[config.mk]
export PLATFORM = sky130hd
export DESIGN_NAME = spi_master_fifo
export DESIGN_NICKNAME = d
export VERILOG_FILES = /design/src/rtl/spi_master_fifo.sv
export SDC_FILE = /design/constraint.sdc
export NUM_CORES = 1
export LEC_CHECK = 0
export CAP_MARGIN = 20
export CORE_UTILIZATION = 53
export DETAILED_ROUTE_END_ITERATION = 7
export HOLD_SLACK_MARGIN = 0.08
export PLACE_DENSITY_LB_ADDON = 0.1
export SLEW_MARGIN = 20
export SYNTH_ARGS = -nofsm -noshare
export SYNTH_HDL_FRONTEND = slang
export SYNTH_SLANG_ARGS = --single-unit
[constraint.sdc]
create_clock -name clk -period 3.5 [get_ports clk]
set_input_delay 0.7 -clock clk [delete_from_list [all_inputs] [get_ports clk]]
set_output_delay 0.7 -clock clk [all_outputs]
set_load 0.03 [all_outputs]
[src/rtl/spi_master_fifo.sv]
// spi_master_fifo: bus-mapped SPI master with SCK divider, CPOL/CPHA, chip-select modes and TX/RX byte FIFOs.
// Define SPI_IRQ_EN to add the irq output and the watermark registers at 0x50/0x54/0x70/0x74.
module spi_master_fifo #(
   parameter int TX_LG = 3,
   parameter int RX_LG = 3,
   parameter int NCS = 4,
   parameter int DIV_W = 12
) (
   input  logic           clk,
   input  logic           resetn,
   input  logic           rq_en,
   input  logic [6:0]     rq_addr,
   input  logic           rq_iswrite,
   input  logic [31:0]    rq_data,
   output logic           rs_en,
   output logic [31:0]    rs_data,
   output logic           spi_clk,
   output logic           spi_mosi,
   input  logic           spi_miso,
   output logic [NCS-1:0] spi_csn
`ifdef SPI_IRQ_EN
   ,
   output logic           irq
`endif
);
   typedef enum logic [1:0] {IDLE, SETUP, SHIFT, GAP} state_t;
   localparam logic [1:0] CS_HOLD = 2'd2;
   localparam logic [1:0] CS_OFF = 2'd3;

   state_t state, state_nx;
   logic [DIV_W-1:0] sckdiv, div_l, div_cnt;
   logic [1:0] sckmode, csmode, csmode_nx;
   logic [2:0] csid;
   logic [NCS-1:0] csdef;
   logic cpha_l, cs_on;
   logic [3:0] hc;
   logic [7:0] tx_sr, rx_sr, tx_byte, rx_byte;
   logic [7:0] tx_mem [2**TX_LG];
   logic [7:0] rx_mem [2**RX_LG];
   logic [TX_LG:0] tx_wp, tx_rp, tx_cnt;
   logic [RX_LG:0] rx_wp, rx_rp, rx_cnt;
   logic tx_full, tx_empty, rx_full, rx_empty;
   logic wr, rd, tx_push, rx_pop, tx_pop, rx_push;
   logic half_end, last_half, latch_cfg, cpha_use, edge_sample, edge_shift;
   logic [31:0] rd_data;

   assign wr = rq_en & rq_iswrite;
   assign rd = rq_en & ~rq_iswrite;
   assign tx_cnt = tx_wp - tx_rp;
   assign rx_cnt = rx_wp - rx_rp;
   assign tx_full = tx_cnt[TX_LG];
   assign rx_full = rx_cnt[RX_LG];
   assign tx_empty = tx_cnt == '0;
   assign rx_empty = rx_cnt == '0;
   assign tx_push = wr && rq_addr == 7'h48 && !tx_full;
   assign rx_pop = rd && rq_addr == 7'h4c && !rx_empty;
   assign csmode_nx = (wr && rq_addr == 7'h18) ? rq_data[1:0] : csmode;
   assign tx_byte = tx_mem[tx_rp[TX_LG-1:0]];
   assign half_end = div_cnt == div_l;
   assign last_half = state == SHIFT && half_end && hc == 4'd15;

   always_ff @(posedge clk or negedge resetn)
      if (!resetn) state <= IDLE;
      else state <= state_nx;

   always_comb begin
      state_nx = state;
      case (state)
         IDLE:    if (!tx_empty) state_nx = SETUP;
         SETUP:   if (half_end) state_nx = SHIFT;
         SHIFT:   if (last_half) state_nx = GAP;
         GAP:     if (half_end) state_nx = tx_empty ? IDLE : SHIFT;
         default: state_nx = IDLE;
      endcase
   end

   // Even half-periods end on the leading SCK edge; CPHA picks which parity samples.
   always_comb begin
      tx_pop = (state == IDLE || (state == GAP && half_end)) && !tx_empty;
      latch_cfg = (state == IDLE && !tx_empty) || last_half;
      rx_push = last_half && !rx_full;
      cpha_use = state == IDLE ? sckmode[0] : cpha_l;
      edge_sample = state == SHIFT && half_end && hc[0] == cpha_l;
      edge_shift = state == SHIFT && half_end && hc[0] != cpha_l;
      rx_byte = cpha_l ? {rx_sr[6:0], spi_miso} : rx_sr;
   end

   always_ff @(posedge clk or negedge resetn)
      if (!resetn) begin
         div_l <= '0;
         cpha_l <= 1'b0;
         div_cnt <= '0;
         hc <= '0;
         tx_sr <= '0;
         rx_sr <= '0;
         spi_clk <= 1'b0;
         spi_mosi <= 1'b0;
      end else begin
         div_cnt <= (state == IDLE || half_end) ? '0 : div_cnt + DIV_W'(1);
         if (latch_cfg) begin
            div_l <= sckdiv;
            cpha_l <= sckmode[0];
         end
         if (state == IDLE || latch_cfg) spi_clk <= sckmode[1];
         else if (state == SHIFT && half_end) spi_clk <= ~spi_clk;
         if (tx_pop) hc <= '0;
         else if (state == SHIFT && half_end) hc <= hc + 4'd1;
         if (tx_pop) begin
            tx_sr <= cpha_use ? tx_byte : {tx_byte[6:0], 1'b0};
            if (!cpha_use) spi_mosi <= tx_byte[7];
         end else if (edge_shift) begin
            spi_mosi <= tx_sr[7];
            tx_sr <= {tx_sr[6:0], 1'b0};
         end
         if (edge_sample) rx_sr <= {rx_sr[6:0], spi_miso};
      end

   // Chip select: asserted at frame start, released by AUTO at the end or by leaving HOLD while idle.
   always_ff @(posedge clk or negedge resetn)
      if (!resetn) begin
         cs_on <= 1'b0;
         spi_csn <= '1;
      end else if (state == IDLE && !tx_empty) begin
         cs_on <= csmode != CS_OFF;
         spi_csn <= csmode != CS_OFF ? csdef ^ (NCS'(1) << csid) : csdef;
      end else if (state == IDLE) begin
         if (!cs_on || csmode_nx != CS_HOLD) begin
            cs_on <= 1'b0;
            spi_csn <= csdef;
         end
      end else if (state == GAP && half_end && tx_empty && !csmode[1]) begin
         cs_on <= 1'b0;
         spi_csn <= csdef;
      end

   always_ff @(posedge clk) begin
      if (tx_push) tx_mem[tx_wp[TX_LG-1:0]] <= rq_data[7:0];
      if (rx_push) rx_mem[rx_wp[RX_LG-1:0]] <= rx_byte;
   end

`ifdef SPI_IRQ_EN
   logic [1:0] ie, ip;
   logic [TX_LG:0] txmark;
   logic [RX_LG:0] rxmark;
   assign ip = {rx_cnt > rxmark, tx_cnt < txmark};
   always_ff @(posedge clk or negedge resetn)
      if (!resetn) begin
         ie <= '0;
         txmark <= '0;
         rxmark <= '0;
         irq <= 1'b0;
      end else begin
         if (wr && rq_addr == 7'h70) ie <= rq_data[1:0];
         if (wr && rq_addr == 7'h50) txmark <= rq_data[TX_LG:0];
         if (wr && rq_addr == 7'h54) rxmark <= rq_data[RX_LG:0];
         irq <= |(ie & ip);
      end
`endif

   always_comb begin
      rd_data = '0;
      case (rq_addr)
         7'h00:   rd_data = 32'(sckdiv);
         7'h04:   rd_data = {30'd0, sckmode};
         7'h10:   rd_data = {29'd0, csid};
         7'h14:   rd_data = 32'(csdef);
         7'h18:   rd_data = {30'd0, csmode};
         7'h48:   rd_data = {tx_full, 31'd0};
         7'h4c:   rd_data = {rx_empty, 23'd0, rx_empty ? 8'd0 : rx_mem[rx_rp[RX_LG-1:0]]};
`ifdef SPI_IRQ_EN
         7'h50:   rd_data = 32'(txmark);
         7'h54:   rd_data = 32'(rxmark);
         7'h70:   rd_data = {30'd0, ie};
         7'h74:   rd_data = {30'd0, ip};
`endif
         default: rd_data = '0;
      endcase
   end

   always_ff @(posedge clk or negedge resetn)
      if (!resetn) begin
         tx_wp <= '0;
         tx_rp <= '0;
         rx_wp <= '0;
         rx_rp <= '0;
         sckdiv <= DIV_W'(3);
         sckmode <= '0;
         csid <= '0;
         csdef <= '1;
         csmode <= '0;
         rs_en <= 1'b0;
         rs_data <= '0;
      end else begin
         if (tx_push) tx_wp <= tx_wp + (TX_LG+1)'(1);
         if (tx_pop) tx_rp <= tx_rp + (TX_LG+1)'(1);
         if (rx_push) rx_wp <= rx_wp + (RX_LG+1)'(1);
         if (rx_pop) rx_rp <= rx_rp + (RX_LG+1)'(1);
         if (wr && rq_addr == 7'h00) sckdiv <= rq_data[DIV_W-1:0];
         if (wr && rq_addr == 7'h04) sckmode <= rq_data[1:0];
         if (wr && rq_addr == 7'h10 && rq_data < 32'(NCS)) csid <= rq_data[2:0];
         if (wr && rq_addr == 7'h14) csdef <= rq_data[NCS-1:0];
         csmode <= csmode_nx;
         rs_en <= rq_en;
         rs_data <= rd ? rd_data : '0;
      end
endmodule

==> metrics.md, run 1 <==
| Metric | Value |
|---|---|
| Max Root-Sink Buffers | 3 |
| Final Hold Fails | 0 |
| Worst R2R Start | tx_rp[2]$_DFFE_PN0N_ |
| Synth Instances | 733 |
| Setup TNS | 0 ps |
| First-pass GRT wire length | 35700 um |
| Placer Congestion | 0.863 |
| Area delta synth->final | 17.1% |
| Worst setup path endpoint | tx_sr[4]$_DFFE_PN0P_ |
| Initial drt markers | 411 |
| Number of max-cap violations | 0 |
| Synth warn | 0 |
| Syn Area/Cell | 14.4 um^2 |
| Worst R2R End | tx_sr[4]$_DFFE_PN0P_ |
| Main synth FF type | edfxtp_1 |
| Max IR drop VDD | 0.511 mV |
| # DRC | 0 |
| EDFF count, synth | 128 |
| H-tree depth | 1 |
| Vias | 6244 |
| CTS clk-pin slew, worst paths | 60 ps |
| Number of port buffers | 63 |
| Pin count of the biggest net entering global routing | 87 |
| Placed Area | 0.0116 mm^2 |
| Max-slew headroom | 0.470 |
| All-layer global routing usage | 0.235 |
| Cts bufs inserted | 25 |
| R2R depth | 8 |
| FMAX | 334 MHz |
| Status | completed |
| WS Path Type | reg2reg |
| Fraction of registers with async set/reset | 0.455 |
| Post-route ant nets | 0 |
| Number of synthesized register bits | 235 |
| Hold Path Class | in2async |
| Sequential cell area fraction in the yosys report | 0.619 |
| Nets | 884 |
| Die Height | 143 um |
| Post-synth top area share | 0.364 |
| Final Max Tran Viols | 0 |
| Final clock skew | 14.0 ps |
| RSZ-0062 raised after global routing | no |
| Post-CTS Setup Inserts | 0 |
| Quantity of gates resized following cts | 0 |
| Final wirelength | 23000 um |
| Most frequent cell after synthesis | edfxtp_1 |
| IO Pins | 83 |
| Worst setup path start | tx_rp[2]$_DFFE_PN0N_ |
| Synth Cell Area | 0.0106 mm^2 |
| CTS Hold Bufs | 0 |
| Cell taking the most area after synthesis | edfxtp_1 |
| Core area | 0.0195 mm^2 |
| Vias in the first global route | 6324 |
| Root Driver | clkbuf_16 |
| CP Max Fanout | 15 |
| Fin crit period | 2990 ps |
| CTS tree | yes |
| Leakage | 4.86 nW |
| Clock Latency Late Sink | 530 ps |
| Synth area leaders | edfxtp_1 36%, dfrtp_1 23%, mux4_2 7.3% |
| Period utilization | 0.855 |
| Die Wd | 143 um |
| Flop2flop setup slack | 510 ps |
| Post-Layout Inst Area | 0.0124 mm^2 |
| Post-synth cell types | 69 |
| Number of setup violations in the final report | 0 |
| Crit end category | register |
| Initial antenna violation count | 0 |
| Post-DP HPWL | 16500 um |
| Layout cells sized above 1 | 0.232 |
| Sink Count | 235 |
| Initial Util | 0.542 |
| CP required | 3930 ps |
| Via density per instance | 5.62 |
| Commonest cells in the synthesized netlist | 128 x edfxtp_1, 97 x dfrtp_1, 66 x nand2_1 |
| Drt pass-1 iters | 4 |
| GRT overflow | 0 |
| Data arrival time of the critical path | 3420 ps |
| Wire per inst | 20.7 um |
| Die ar. | 0.0205 mm^2 |
| PwrDens | 682 mW/mm^2 |
| Critical Path Source Type | register |
| Worst-margin pin slew | 795 ps |
| Antenna diodes | 0 |
| Std-Cell Rows | 51 |
routing by layer:
metal / GRT usage / up-vias / routed length (um) / part of all wire
li1: - / 2872 / - / -
met1: 0.320 / 3157 / 9960 / 0.43
met2: 0.387 / 176 / 11200 / 0.49
met3: 0.0392 / 39 / 1090 / 0.047
met4: 0.0730 / 0 / 684 / 0.030
met5: 0 / - / 0 / 0
stage by stage:
step	hold slack (ps)	std cells	total power [mW]	worst slack, ps	utilization
after floorplan	404	751	5.35	158	-
after global placement	466	1066	5.85	427	0.594
after detailed placement	486	1066	5.95	361	0.594
after CTS	414	1111	8.49	521	0.635
after global routing	289	1111	8.84	247	0.635
final	217	1111	8.43	508	0.635
cell families after synthesis:
group | after synthesis | share of synthesized area
other | 1 | 0.000355
xor gates and xnor gates | 46 | 0.0382
and+or+nand+nor | 211 | 0.109
muxes | 98 | 0.143
buffers and inverters | 72 | 0.0365
adders and majority gates | 12 | 0.0142
DFF | 235 | 0.619
AOI/OAI and AO/OA | 58 | 0.0392
registers in the layout, indices dropped and copies added (netlist names), 8 cells and up:
signal and count:
div_cnt 12, div_l 12, rs_data 13, rx_mem 64
rx_sr 8, sckdiv 12, tx_mem 64, tx_sr 8
worst min-delay path by stage:
stage                              start                    to  slack (ps)  depth (start not counted)
finish                            resetn  tx_sr[1]$_DFFE_PN0P_         220                          1
global route                      resetn  tx_sr[3]$_DFFE_PN0P_         290                          1
CTS                               resetn  tx_sr[1]$_DFFE_PN0P_         410                          1
detailed placement     cs_on$_DFFE_PN0P_     cs_on$_DFFE_PN0P_         490                          1
global placement    tx_sr[0]$_DFFE_PN0P_  tx_sr[1]$_DFFE_PN0P_         470                          2
floorplan                         resetn    cpha_l$_DFFE_PN0P_         400                          0
worst max-delay path: stages, from the launching register on:
cell and delay, ps:
dfrtp_1 490, inv_2 170, ha_1 350, a21oi_1 210, a21oi_1 140, nor4b_4 570
o21ba_2 350, or2_2 390, o21ai_0 220
cells in the final DEF, fill, tap and decap left out, types with 19 or more instances in the layout:
cell	n
edfxtp_1	128
dfrtp_1	97
nand2_1	66
clkdlybuf4s50_1	62
mux2_2	49
buf_4	40
nor2_1	38
mux4_2	34
xnor2_1	32
clkbuf_16	25
conb_1	19
layout make-up:
type                            count  area, um^2
Fill cell                        1472        7100
Sequential cell                   235        6530
Multi-Input combinational cell    444        3700
Timing Repair Buffer              103         932
Clock buffer                       32         662
Tap cell                          265         332
Clock inverter                     13         128
Inverter                           19        71.3
report_power, final:
part           internal [mW]  switching, mW
Clock                   1.49           1.05
Sequential              3.34          0.270
Combinational           1.01           1.26
Total                   5.85           2.58
(Power assumes the default switching activity.)
==> run 2: changes to the inputs <==
--- a/config.mk
+++ b/config.mk
@@ -6,10 +6,12 @@
 export NUM_CORES = 1
 export LEC_CHECK = 0
 export CAP_MARGIN = 20
+export CORE_ASPECT_RATIO = 1.1
 export CORE_UTILIZATION = 53
 export DETAILED_ROUTE_END_ITERATION = 7
 export HOLD_SLACK_MARGIN = 0.08
 export PLACE_DENSITY_LB_ADDON = 0.1
+export SETUP_SLACK_MARGIN = 0.5
 export SLEW_MARGIN = 20
 export SYNTH_ARGS = -nofsm -noshare
 export SYNTH_HDL_FRONTEND = slang
==> run 2 against run 1 <==
  * Flip-flop and latch count unchanged
  * Cell area increased by 0.53%
  * Critical endpoint is now spi_csn[0]$_DFFE_PN1P_
  * Die area about the same
  * Count of clock-buffer cells in the layout increased by 2
  * Routed wire length decreased by 1.6%
==> metrics.md, run 2 (synthesis results as in run 1) <==
| Metric | Value |
|---|---|
| Status | completed |
| Post-DP HPWL | 16100 um |
| Max-slew headroom | 0.514 |
| Drt pass-1 iters | 5 |
| Setup TNS | 0 ps |
| Vias in the first global route | 6322 |
| Worst setup path endpoint | spi_csn[0]$_DFFE_PN1P_ |
| Root Driver | clkbuf_16 |
| Final Hold Fails | 0 |
| Initial drt markers | 382 |
| Core area | 0.0193 mm^2 |
| DR WL met3 | 1010 um |
| Die Wd | 137 um |
| Data arrival time of the critical path | 3270 ps |
| CTS Hold Bufs | 0 |
| Vias | 6146 |
| Layout cells sized above 1 | 0.243 |
| Worst R2R End | spi_csn[0]$_DFFE_PN1P_ |
| Placer Congestion | 0.876 |
| Initial Util | 0.547 |
| Via density per instance | 5.63 |
| Std-Cell Rows | 53 |
| H-tree depth | 1 |
| IO Pins | 83 |
| Final Max Tran Viols | 0 |
| Max Root-Sink Buffers | 3 |
| CTS clk-pin slew, worst paths | 60 ps |
| CP required | 3940 ps |
| Number of max-cap violations | 0 |
| FMAX | 353 MHz |
| Flop2flop setup slack | 670 ps |
| Critical Path Source Type | register |
| Most frequent cells in the layout | 128 x edfxtp_1, 96 x dfrtp_1, 66 x nand2_1 |
| GRT overflow | 0 |
| Fin crit period | 2830 ps |
| First-pass GRT wire length | 35400 um |
| Wl on met1 | 9780 um |
| Nets | 882 |
| WS Path Type | reg2reg |
| Final wirelength | 22600 um |
| Number of port buffers | 63 |
| All-layer global routing usage | 0.233 |
| Highest routed layer | met4 |
| Die Height | 150 um |
| CP Max Fanout | 12 |
| Antenna diodes | 0 |
| Initial antenna violation count | 0 |
| PwrDens | 683 mW/mm^2 |
| Worst setup path start | tx_rp[2]$_DFFE_PN0N_ |
| Commonest non-fill, non-tap cell in the layout | edfxtp_1 |
| Max IR drop VDD | 0.541 mV |
| Clock Latency Late Sink | 510 ps |
| Die ar. | 0.0205 mm^2 |
| Period utilization | 0.809 |
| Area delta synth->final | 17.7% |
| Met2 WL | 11300 um |
| Cts bufs inserted | 25 |
| Pin count of the biggest net entering global routing | 55 |
| Wire per inst | 20.7 um |
| Finished Core Util | 0.644 |
| Final clock skew | 10.9 ps |
| RSZ-0062 raised after global routing | no |
| Leakage | 4.91 nW |
| Worst-margin pin slew | 709 ps |
| Crit end category | register |
| Sink Count | 235 |
| Number of setup violations in the final report | 0 |
| R2R depth | 10 |
| # DRC | 0 |
| Post-route ant nets | 0 |
| Worst R2R Start | tx_rp[2]$_DFFE_PN0N_ |
| CTS tree | yes |
| Hold_ws | 242 ps |
| Hold Path Class | in2async |
==> run 2: cell type report <==
class / instances / area (um^2)
tap: 247 / 309
clock buffer: 34 / 714
sequential: 235 / 6540
inverter: 19 / 73.8
clock inverter: 11 / 106
timing repair buffer: 101 / 926
multi-input combinational: 444 / 3760
fill: 1395 / 6870
==> run 2: worst max-delay path, cell delays in order, from the launching register on <==
cell and delay [ps]:
dfrtp_2 480, inv_4 150, ha_1 280, a21oi_1 210, a21oi_1 150, nor4b_4 330, buf_4 240, a31oi_1 110
a311oi_2 290, buf_4 190, mux2_2 330
==> run 2: stage by stage <==
stage               total power [mW]  area [um^2]  setup WS, ps  std cells
floorplan                       5.35        10700           306        751
global placement                5.83        11600           313       1044
detailed placement              5.93        11600           218       1044
CTS                             8.53        12400           507       1089
global route                    8.90        12400           488       1091
finish                          8.49        12400           668       1091
==> run 2: worst min path at each step <==
| stage | startpoint | to | slack (ps) | cells after the start |
|---|---|---|---|---|
| 2_1_floorplan | resetn | cpha_l$_DFFE_PN0P_ | 400 | 0 |
| 3_3_place_gp | tx_sr[0]$_DFFE_PN0P_ | tx_sr[1]$_DFFE_PN0P_ | 470 | 2 |
| 3_5_place_dp | tx_sr[6]$_DFFE_PN0P_ | tx_sr[7]$_DFFE_PN0P_ | 480 | 2 |
| 4_1_cts | resetn | tx_sr[5]$_DFFE_PN0P_ | 260 | 1 |
| 5_1_grt | resetn | tx_sr[5]$_DFFE_PN0P_ | 290 | 1 |
| 6_report | resetn | tx_sr[3]$_DFFE_PN0P_ | 240 | 1 |
==> run 2: power by group <==
part           internal, mW  total (mW)  switching (mW)
Clock                  1.57        2.59            1.02
Sequential             3.35        3.61           0.267
Combinational          1.03        2.28            1.25
Total                  5.95        8.49            2.54
==> run 2: routing by layer <==
layer  track usage  up-vias
li1              -     2866
met1         0.325     3084
met2         0.385      153
met3        0.0288       43
met4        0.0683        0
met5             0        -
==> run 2: timing repair <==
| action | CTS | global route |
|---|---|---|
| setup endpoints to repair | 0 | 41 |
| resized for setup | 0 | 4 |
| setup buffers | 0 | 2 |
==> run 3: changes to the inputs <==
--- a/config.mk
+++ b/config.mk
@@ -7,7 +7,7 @@
 export LEC_CHECK = 0
 export CAP_MARGIN = 20
 export CORE_ASPECT_RATIO = 1.1
-export CORE_UTILIZATION = 53
+export CORE_UTILIZATION = 55
 export DETAILED_ROUTE_END_ITERATION = 7
 export HOLD_SLACK_MARGIN = 0.08
 export PLACE_DENSITY_LB_ADDON = 0.1
==> constraint.sdc (replaced) <==
create_clock -name clk -period 2.7 [get_ports clk]
set_input_delay 0.54 -clock clk [delete_from_list [all_inputs] [get_ports clk]]
set_output_delay 0.54 -clock clk [all_outputs]
set_load 0.03 [all_outputs]
==> run 3 against run 2 <==
  * Hold slack got worse by 170 ps
  * First-iteration DRC count decreased by 21%
  * Sequential share of layout area decreased by 5.2 points
  * Critical path type unchanged
  * Critical endpoint is now spi_csn[1]$_DFFE_PN1P_
==> metrics.md, run 3 (synthesis results as in run 1) <==
| Metric | Value |
|---|---|
| Power share of the clock group | 0.275 |
| Initial drt markers | 301 |
| Post-DP HPWL | 16500 um |
| Gate power share | 0.334 |
| WS Path Type | reg2reg |
| Data arrival time of the critical path | 2910 ps |
| Most frequent cells in the layout | 128 x edfxtp_1, 89 x dfrtp_1, 74 x buf_4 |
| Wire per inst | 20.9 um |
| Setup ws final | 232 ps |
| CTS tree | yes |
| Dpl ws | -174 ps |
| Number of port buffers | 63 |
| Max IR drop VDD | 0.631 mV |
| Internal | 8.30 mW |
| FMAX | 405 MHz |
| Via density per instance | 5.70 |
| Initial Util | 0.567 |
| All-layer global routing usage | 0.252 |
| Post-route ant nets | 0 |
| First-pass GRT wire length | 37700 um |
| Finished Core Util | 0.742 |
| Max Root-Sink Buffers | 3 |
| CP Max Fanout | 4 |
| Status | completed |
| Root Driver | clkbuf_16 |
| Hold_ws | 68.9 ps |
| Layout cells sized above 1 | 0.373 |
| Worst-margin pin slew | 732 ps |
| Dpl cells | 1075 |
| # DRC | 0 |
| Core area | 0.0186 mm^2 |
| Pin count of the biggest net entering global routing | 54 |
| Clock Latency Late Sink | 520 ps |
| Initial antenna violation count | 0 |
| Cts bufs inserted | 24 |
| Std-Cell Rows | 52 |
| Die ar. | 0.0197 mm^2 |
| Post-Layout Inst Area | 0.0138 mm^2 |
| H-tree depth | 1 |
| Placed Area | 0.0123 mm^2 |
| CTS Hold Bufs | 0 |
| PwrDens | 867 mW/mm^2 |
| Final Hold Fails | 0 |
| GRT overflow | 0 |
| Sink Count | 235 |
| Final Max Tran Viols | 0 |
| Number of setup violations in the final report | 0 |
| Drt pass-1 iters | 5 |
| Leakage | 5.46 nW |
| CP required | 3140 ps |
| Max-slew headroom | 0.512 |
| Slowest stage cell, crit path | dfrtp_1 |
| Die Height | 147 um |
| Area delta synth->final | 30.7% |
| Switching power | 3.67 mW |
| Fin crit period | 2470 ps |
| Die Wd | 134 um |
| Vias in the first global route | 6842 |
| Reg power frac | 0.391 |
| Period utilization | 0.914 |
| CTS clk-pin slew, worst paths | 70 ps |
| Hold Path Class | in2async |
| CP peak stage delay | 400 ps |
| RSZ-0062 raised after global routing | yes |
| Critical Path Source Type | register |
| Final wirelength | 24100 um |
| Final clock skew | 13.5 ps |
| CP most frequent cell | buf_4 |
| Commonest non-fill, non-tap cell in the layout | edfxtp_1 |
| Nets | 947 |
| Placer Congestion | 0.831 |
| Number of max-cap violations | 0 |
| Final Non-Filler Cells | 1152 |
| Crit end category | register |
| Switch share | 0.307 |
| CP Cell Sequence | clkinv_4 > ha_4 > nand3b_1 > nand3_2 > nor4b_4 > buf_4 > buf_6 > a31oi_4 > a311oi_2 > buf_4 > mux2_4 |
| Vias | 6562 |
| Antenna diodes | 0 |
| IO Pins | 83 |
==> run 3: changes by cell type in the layout (fill, tap and decap cells not counted), moves of 6 or more <==
cell             change
buf_12              +15
xnor2_2             +13
mux2_2              -20
dfrtp_1              -7
mux2_4              +20
xnor2_1             -14
dfrtp_2              +7
clkdlybuf4s50_1     -12
buf_4               +36
nor3_1               -6
buf_6               +13
dlymetal6s2s_1       +8
nor3_4               +6
==> run 3: path summary, 6_finish.rpt <==
kind	start	to	slack (ps)	cells past startpoint
max	tx_rp[2]$_DFFE_PN0N_	spi_csn[1]$_DFFE_PN1P_	230	11
min	resetn	tx_sr[4]$_DFFE_PN0P_	70	1
max reg2reg	tx_rp[2]$_DFFE_PN0N_	spi_csn[1]$_DFFE_PN1P_	230	11
min reg2reg	tx_sr[1]$_DFFE_PN0P_	tx_sr[2]$_DFFE_PN0P_	500	2
max in group asynchronous	resetn	sckdiv[0]$_DFFE_PN1P_	1820	2
min in group clk	rq_data[3]	tx_mem[1][3]$_DFFE_PP_	480	2
==> run 3: per-stage QoR <==
stage               power, mW  setup TNS (ps)
finish                   12.0               0
global route             12.5               0
CTS                      11.7               0
detailed placement       7.93           -1900
global placement         7.80           -1320
floorplan                7.18               0
==> run 3: layer usage <==
layer / global-route usage / part of all wire / up-vias
li1: - / - / 2998
met1: 0.326 / 0.41 / 3331
met2: 0.429 / 0.51 / 184
met3: 0.0352 / 0.042 / 49
met4: 0.103 / 0.036 / 0
met5: 0 / 0 / -
==> run 3: power by group through the flow <==
stage          clock (mW)  combinational [mW]  sequential (mW)
2_1_floorplan           0                2.51             4.67
3_3_place_gp            0                3.12             4.68
3_5_place_dp            0                3.23             4.70
4_1_cts              3.34                3.70             4.66
5_1_grt              3.48                4.31             4.73
6_report             3.29                4.00             4.68
==> run 3: repair_timing <==
item | 4_1_cts | 5_1_grt
endpoints found under the setup margin | 173 | 195
resized for setup | 51 | 50
gates cloned | 2 | 0
pin swaps | 22 | 34
setup buffers | 23 | 8
==> run 3: area by class of cell <==
type / count / area, um^2
Multi-Input combinational cell: 445 / 4380
Clock inverter: 11 / 109
Fill cell: 1153 / 4810
Inverter: 19 / 88.8
Clock buffer: 33 / 686
Timing Repair Buffer: 166 / 1680
Tap cell: 243 / 304
Sequential cell: 235 / 6540
==> run 3: critical path, delay by kind of cell (launching register included) <==
family	cells	cell delay, ps
adders and majority gates	1	300
muxes	1	300
AOI/OAI and AO/OA	2	310
and+or+nand+nor	3	520
DFF	1	400
buffers and inverters	4	570
